`src/rtl/viterbi_decoder.sv`:
```
// rtl/viterbi_decoder.sv - hard-decision Viterbi decoder, rate 1/2, K=3 (g0=111, g1=101)
// Register-exchange survivors; one decoded bit per completed symbol after TB_DEPTH-1 symbols.
module viterbi_decoder #(
    parameter int TB_DEPTH = 16,
    parameter int PM_W     = 6
) (
    input  logic Clock,
    input  logic reset,
    input  logic in_valid,
    input  logic in,
    output logic out,
    output logic out_valid
);

    localparam logic [PM_W-1:0] PM_MAX   = {PM_W{1'b1}};
    localparam int              CNT_W    = $clog2(TB_DEPTH + 1);
    localparam logic [CNT_W-1:0] CNT_FULL = CNT_W'(TB_DEPTH);

    logic                phase_q, phase_d;
    logic                c0_q, c0_d;
    logic [PM_W-1:0]     pm_q [4];
    logic [PM_W-1:0]     pm_d [4];
    logic [TB_DEPTH-1:0] surv_q [4];
    logic [TB_DEPTH-1:0] surv_d [4];
    logic [CNT_W-1:0]    cnt_q, cnt_d;
    logic                out_q, out_d;
    logic                out_valid_q, out_valid_d;

    logic [PM_W-1:0]     cand [4][2];
    logic [3:0]          win;
    logic [PM_W-1:0]     acs_pm [4];
    logic [TB_DEPTH-1:0] surv_new [4];
    logic [PM_W-1:0]     pm_min;
    logic [1:0]          best;

    function automatic logic [1:0] branch_metric(input logic u, input logic [1:0] s,
                                                 input logic r0, input logic r1);
        logic g0;
        logic g1;
        g0 = u ^ s[1] ^ s[0];
        g1 = u ^ s[0];
        return {1'b0, r0 ^ g0} + {1'b0, r1 ^ g1};
    endfunction

    function automatic logic [PM_W-1:0] sat_add(input logic [PM_W-1:0] a, input logic [1:0] b);
        logic [PM_W:0] sum;
        sum = {1'b0, a} + {{(PM_W-1){1'b0}}, b};
        return sum[PM_W] ? PM_MAX : sum[PM_W-1:0];
    endfunction

    // Add-compare-select for all four next states; the received symbol is {c0_q, in}.
    always_comb begin
        logic [1:0] nsb;
        logic [1:0] p0;
        logic [1:0] p1;
        nsb = '0;
        p0  = '0;
        p1  = '0;
        win = '0;
        for (int ns = 0; ns < 4; ns++) begin
            nsb = 2'(ns);
            p0  = {nsb[0], 1'b0};
            p1  = {nsb[0], 1'b1};
            cand[ns][0] = sat_add(pm_q[p0], branch_metric(nsb[1], p0, c0_q, in));
            cand[ns][1] = sat_add(pm_q[p1], branch_metric(nsb[1], p1, c0_q, in));
            // Ties go to the predecessor with LSB 0.
            win[ns]      = cand[ns][1] < cand[ns][0];
            acs_pm[ns]   = win[ns] ? cand[ns][1] : cand[ns][0];
            surv_new[ns] = {surv_q[{nsb[0], win[ns]}][TB_DEPTH-2:0], nsb[1]};
        end
        pm_min = acs_pm[0];
        best   = 2'd0;
        for (int i = 1; i < 4; i++) begin
            if (acs_pm[i] < pm_min) begin
                pm_min = acs_pm[i];
                best   = 2'(i);
            end
        end
    end

    always_comb begin
        phase_d     = phase_q;
        c0_d        = c0_q;
        pm_d        = pm_q;
        surv_d      = surv_q;
        cnt_d       = cnt_q;
        out_d       = out_q;
        out_valid_d = 1'b0;
        if (in_valid) begin
            if (!phase_q) begin
                c0_d    = in;
                phase_d = 1'b1;
            end else begin
                phase_d = 1'b0;
                for (int i = 0; i < 4; i++) begin
                    pm_d[i]   = acs_pm[i] - pm_min;
                    surv_d[i] = surv_new[i];
                end
                if (cnt_q != CNT_FULL) begin
                    cnt_d = cnt_q + 1'b1;
                end
                if (cnt_d == CNT_FULL) begin
                    out_valid_d = 1'b1;
                    out_d       = surv_new[best][TB_DEPTH-1];
                end
            end
        end
    end

    always_ff @(posedge Clock or negedge reset) begin
        if (!reset) begin
            phase_q     <= 1'b0;
            c0_q        <= 1'b0;
            cnt_q       <= '0;
            out_q       <= 1'b0;
            out_valid_q <= 1'b0;
            for (int i = 0; i < 4; i++) begin
                pm_q[i]   <= (i == 0) ? '0 : PM_MAX;
                surv_q[i] <= '0;
            end
        end else begin
            phase_q     <= phase_d;
            c0_q        <= c0_d;
            cnt_q       <= cnt_d;
            out_q       <= out_d;
            out_valid_q <= out_valid_d;
            for (int i = 0; i < 4; i++) begin
                pm_q[i]   <= pm_d[i];
                surv_q[i] <= surv_d[i];
            end
        end
    end

    assign out       = out_q;
    assign out_valid = out_valid_q;

endmodule

```
`config.mk`:
```
export PLATFORM = sky130hd
export DESIGN_NAME = viterbi_decoder
export DESIGN_NICKNAME = d
export VERILOG_FILES = /design/src/rtl/viterbi_decoder.sv
export SDC_FILE = /design/constraint.sdc
export NUM_CORES = 1
export LEC_CHECK = 0
export ABC_AREA = 1
export BUFFER_PORTS_ARGS = -buffer_cell sky130_fd_sc_hd__buf_4
export CORE_MARGIN = 5
export CORE_UTILIZATION = 59
export CTS_CLUSTER_SIZE = 10
export DETAILED_ROUTE_END_ITERATION = 6
export PLACE_DENSITY_LB_ADDON = 0.1
export SLEW_MARGIN = 20
export SYNTH_ARGS = -nofsm -noshare
export SYNTH_HDL_FRONTEND = slang
export SYNTH_SLANG_ARGS = --single-unit
export TNS_END_PERCENT = 1
```
`constraint.sdc`:
```
create_clock -name Clock -period 6.5 [get_ports Clock]
set_input_delay 0.975 -clock Clock [delete_from_list [all_inputs] [get_ports Clock]]
set_output_delay 0.975 -clock Clock [all_outputs]
set_load 0.02 [all_outputs]
```
## After elaboration in Yosys (flattened, before gate mapping)

Index checks and enable logic that the tools add are counted.

| word-level totals | value |
|---|---|
| register bits after elaboration | 95 |
| input port bits | 4 |
| output and inout bits | 2 |
| word-level logic and storage cells | 95 |

| operators by class | value |
|---|---|
| $add $sub $neg | 17 |
| order comparisons | 12 |
| eq/ne operators | 2 |
| multiplexer cells | 40 |
| bitwise gates (word level) | 8 |
| reduce and logical (&&, ||, !) cells | 3 |

Operator list:

| cell | number |
|---|---|
| 16-bit binary-select mux with 2-bit select | 5 |
| 15-bit 2-to-1 mux | 8 |
| 6-bit 2-to-1 mux | 15 |
| 6-bit by 2-bit adder with 7-bit output | 8 |
| 6-bit less-than comparator | 7 |
| 16-bit 2-to-1 mux | 2 |
| 6-bit subtractor | 4 |
| 3-bit >= comparator (second input constant) | 5 |
| 5-bit 2-to-1 mux | 3 |
| 2-bit inverter with 3-bit output | 3 |
| 1-bit by 1-bit adder with 2-bit output | 4 |
| 1-bit inverter with 3-bit output | 2 |
| 5-bit by 1-bit adder with 5-bit output (second input constant) | 1 |
| 5-bit == test (second input constant) | 1 |
| 1-bit 2-to-1 mux | 5 |
| 5-bit inequality test (second input constant) | 1 |
| 2-bit 2-to-1 mux | 2 |
| 2-bit AND reduction | 2 |
| 1-bit inverter | 3 |
| 3-bit AND reduction | 1 |

## Depth between registers and ports, before layout

| logic depth | value |
|---|---|
| depth in word-level cells | 16 |
| depth in mapped cells | 59 |
| depth with buffers taken out | 58 |

## Worst setup path before layout

OpenSTA, ideal clock, no wires.

| timing path | value |
|---|---|
| kind | in2reg |
| start point | input in |
| end point | register pm_q[16] in the netlist's numbering |
| setup time | 82 ps |
| arrival time | 7,681 ps |
| required time | 6,418 ps |
| slack | -1,263 ps |
| cell stages on the path | 50 |
| buffers on the path | 3 |
| cell sequence | inv_1 ha_1 ha_1 ha_1 inv_1 nand2_2 inv_1 nor2_1 inv_1 nand2_1 nor2_2 inv_2 ha_1 a21oi_1 a21boi_1 nand2_1 nand2_2 nand2_4 [... 14 more ...] nand2_1 o21a_1 inv_1 ha_1 nand2_1 nand2_1 nand3_4 nand3_4 buf_6 o21ai_0 ha_1 inv_1 ha_1 or2_4 nand2_2 nand3_1 nand3_2 o21ai_2 |

| on the way | value |
|---|---|
| longest elaborated chain between the ends | 13 |
| elaborated cells between the ends (all ways) | 36 |
| those cells by class | 13 x add/sub; 7 x order compare; 15 x mux; 1 x bitwise |

Ends and longest elaborated chain:

| what | RTL line | RTL |
|---|---|---|
| start, declared | 10 | `input logic in,` |
| 1-bit inverter (no line) | -- |  |
| 1-bit by 1-bit adder with 2-bit output | 42 | `return {1'b0, r0 ^ g0} + {1'b0, r1 ^ g1};` |
| 6-bit by 2-bit adder with 7-bit output | 47 | `sum = {1'b0, a} + {{(PM_W-1){1'b0}}, b};` |
| 6-bit 2-to-1 mux | 48 | `return sum[PM_W] ? PM_MAX : sum[PM_W-1:0];` |
| 6-bit less-than comparator | 67 | `win[ns] = cand[ns][1] < cand[ns][0];` |
| 6-bit 2-to-1 mux | 68 | `acs_pm[ns] = win[ns] ? cand[ns][1] : cand[ns][0];` |
| 6-bit less-than comparator | 74 | `if (acs_pm[i] < pm_min) begin` |
| 6-bit 2-to-1 mux | 74 |  |
| 6-bit less-than comparator | 74 |  |
| 6-bit 2-to-1 mux | 74 |  |
| 6-bit less-than comparator | 74 |  |
| 6-bit 2-to-1 mux | 74 |  |
| 6-bit subtractor * | 96 | `pm_d[i] = acs_pm[i] - pm_min;` |
| end signal, assigned by index | 118 | `pm_q[i] <= (i == 0) ? '0 : PM_MAX;` |
| end signal, assigned by index | 128 | `pm_q[i] <= pm_d[i];` |
| end, declared | 21 | `logic [PM_W-1:0] pm_q [4];` |

Every way passes the cells marked *; elsewhere a longest branch is shown, timed or not.
A chain may end at the register's enable or synchronous reset.

## Final worst setup path

| timing path | value |
|---|---|
| start point | input in |
| end point | register pm_q[14] in the netlist's numbering |

Same word-level chain as after synthesis.

==> flow_metrics.env <==
export IMPL_fin_crit_sh=1.10
export IMPL_ctsHtreeMaxLevel=3
export IMPL_die_h_um=125
export IMPL_grt_pass1_vias=8497
export IMPL_worst_slack_ns=-0.634
export IMPL_synth_fp_nets=1219
export IMPL_arrival_ns=7.43
export IMPL_max_clock_path_buffers=2
export IMPL_num_rows=42
export IMPL_fin_skew_ns=0.0150
export IMPL_worstSetupStartpointType="input port"
export IMPL_clock_latency_ns=0.37
export IMPL_hpwl_um=16700
export IMPL_cp_top_family="simple AND/OR/NAND/NOR gates"
export IMPL_cts_buffers=9
export IMPL_routed_wl_um=28600
export IMPL_core_area_um2=13100
export IMPL_hold_buffers=0
export IMPL_timing_fmax_mhz=140
export IMPL_nNetsFinal=1422
export IMPL_port_buffers=5
export IMPL_synth_edf_count=0
export IMPL_initial_utilization=0.594
export IMPL_crit_path_frequent_cell="nand2_1"
export IMPL_area_growth_pct=36.7
export IMPL_grt_pass1_wl_um=40200
export IMPL_netlist_instances=1157
export IMPL_hold_class="input port to async pin"
export IMPL_tritoncts="yes"
export IMPL_crit_fanout=6
export IMPL_avgSynthCellArea_um2=6.72
export IMPL_critPathMaxStageDelay_ns=0.27
export IMPL_grt_use_total=0.315
export IMPL_ys_seq_elements=88
export IMPL_dieArea_um2=15600
export IMPL_cp_end_kind="register"
export IMPL_yosys_area_top_type="dfrtp_1"
export IMPL_required_ns=6.80
export IMPL_dr_total_vias=9304
export IMPL_drt_pass1_iterations=7
export IMPL_route_detailed_drc=9
export IMPL_tightest_slew_ns=0.953
export IMPL_timing_final_setup_violations=25
export IMPL_syn_cell_area_um2=7780
export IMPL_drt_iter0_markers=1263
export IMPL_ios=6
export IMPL_post_route_min_period_ns=7.13
export IMPL_yosysWarnings=0
export IMPL_status="complete, but fails checks"
export IMPL_synthDistinctLibCells=47
export IMPL_ant_nets=0
export IMPL_netlist_area_leader_share=0.225
export IMPL_cap_violations=0
export IMPL_placed_cell_area_um2=9270
export IMPL_fp_dieW_um=125
export IMPL_synthTopCellsByArea="dfrtp_1 (23%), nand2_1 (14%), o21ai_0 (10%), ha_1 (9.3%), inv_1 (7.0%)"
export IMPL_grt_max_degree=88
export IMPL_clock_sinks=88
export IMPL_via_per_inst=6.04
export IMPL_rsz0062_at_grt="yes"
export IMPL_critPathSlowestCell="ha_4"
export IMPL_overflow=0
export IMPL_critPathKind="input port to register"
export IMPL_final_layout_size_suffix_gt1_frac=0.360
export IMPL_grt_antenna_before_repair=0
export IMPL_root_buffer="clkbuf_16"
export IMPL_routabilityCongestion=0.982
export IMPL_slew_headroom=0.365
export IMPL_wire_per_inst_um=18.5
export IMPL_async_flop_share=1.00
export IMPL_maxSlewViolCount=0
export IMPL_placedCellCount=1477
export IMPL_violations="design-rule violations, negative setup slack"
export IMPL_fillers=818
export IMPL_clk_pin_slew_ns=0.08
export IMPL_synth_flop_cell="dfrtp_1"
export IMPL_final_area_um2=10600
export IMPL_ff2ff_setup_slack_ns=-0.35
export IMPL_cp_num_buf_inv=12
export IMPL_final_cells=1541
export IMPL_antenna_cells=0
export IMPL_yosysSeqAreaShare=0.286
export IMPL_hold_viol=0
==> state kept, by name, indices dropped and copies added, names as in the netlist <==
name / flops
surv_q: 55
out_valid: 1
c0_q: 1
pm_q: 24
out: 1
phase_q: 1
cnt_q: 5
==> final timing paths <==
| check | start | endpoint | cells after the start |
|---|---|---|---|
| setup / recovery | in | pm_q[14] | 51 |
| hold / removal | reset | phase_q | 1 |
| setup reg to reg | c0_q | pm_q[14] | 50 |
| hold reg to reg | surv_q[0] | surv_q[0] | 1 |
| max in group asynchronous | reset | cnt_q[4] | 2 |
| min in group Clock | surv_q[0] | surv_q[0] | 1 |
==> kinds of logic after synthesis <==
family | Yosys count | synth area share
fa+ha+maj | 58 | 0.0933
flops | 88 | 0.286
buf+inv | 186 | 0.0968
simple gates | 565 | 0.333
xor+xnor | 20 | 0.0225
compound gates | 240 | 0.169
==> metal layers <==
metal  share of wire  global-route usage  vias to the layer above
li1                -                   -                     4174
met1            0.37               0.383                     4303
met2            0.46               0.538                      593
met3           0.083              0.0536                      234
met4           0.083               0.159                        0
met5               0                   0                        -
==> synthesized netlist by cell type (2+ instances only) <==
master,n
nor2_1,91
buf_6,5
o21ai_1,8
dfstp_2,18
a31oi_1,8
a21oi_1,38
xor2_1,13
nand3_4,4
nand3_2,8
or2_2,4
nor2_2,8
dfrtp_1,70
nand2_1,300
nand2_2,28
o21a_1,4
xnor2_1,7
o22ai_1,5
ha_1,58
o211ai_1,2
o21ai_0,156
inv_2,8
o21bai_1,4
a21oi_2,3
nand3b_1,4
buf_2,2
clkbuf_1,22
inv_1,146
nand2_4,7
o21ai_2,4
nor3_1,4
or2_4,2
nand3_1,93
nand4_1,5
nor2_4,3
a21boi_1,3
==> repair_timing <==
item / in CTS / in global routing
resized for setup: 76 / 91
pin swaps: 45 / 47
cloned: 1 / 0
buffers inserted: 36 / 11
endpoints found under the setup margin: 25 / 25
==> area by class of cell <==
type / instances / area [µm²] / area share
timing repair buffer: 223 / 1700 / 0.160
inverter: 154 / 599 / 0.0564
tap: 176 / 220 / 0.0207
sequential: 88 / 2220 / 0.209
multi-input combinational: 884 / 5550 / 0.522
clock buffer: 10 / 239 / 0.0225
clock inverter: 6 / 97.6 / 0.00918
==> worst register-to-register path, delay by kind of cell, from the launching register on <==
kind                       cells  cell delay, ns
adders and majority gates      6            1.27
and+or+nand+nor               28            3.23
AOI/OAI and AO/OA              4            0.56
DFF                            1            0.38
xor gates and xnor gates       1            0.13
buffers and inverters         11            1.20
==> per-stage QoR <==
step                setup TNS [ns]  worst slack [ns]  hold WS [ns]  utilization
floorplan                   -11.60            -0.715         0.440            -
global placement            -13.74            -0.781         0.452        0.709
detailed placement          -18.24            -0.950         0.461        0.709
CTS                          -1.68            -0.214         0.472        0.777
global route                -16.92            -0.957         0.479        0.813
finish                       -9.94            -0.634         0.469        0.813
==> layout by cell type (no fill, tap or decap), types with 13 or more instances in the layout <==
cell	n
inv_1	127
dfstp_2	18
o21ai_1	13
nand2_2	69
o21ai_0	139
nand2_4	13
inv_2	22
dfrtp_1	70
nand3_2	26
ha_4	17
ha_1	31
nor2_1	79
nand2_1	253
a21oi_1	34
buf_4	216
nand3_1	74
nor2_2	14
Power is left out: the tool's default activity adds up to more than one toggle a clock period on the data nets, which glitch-free logic cannot reach.
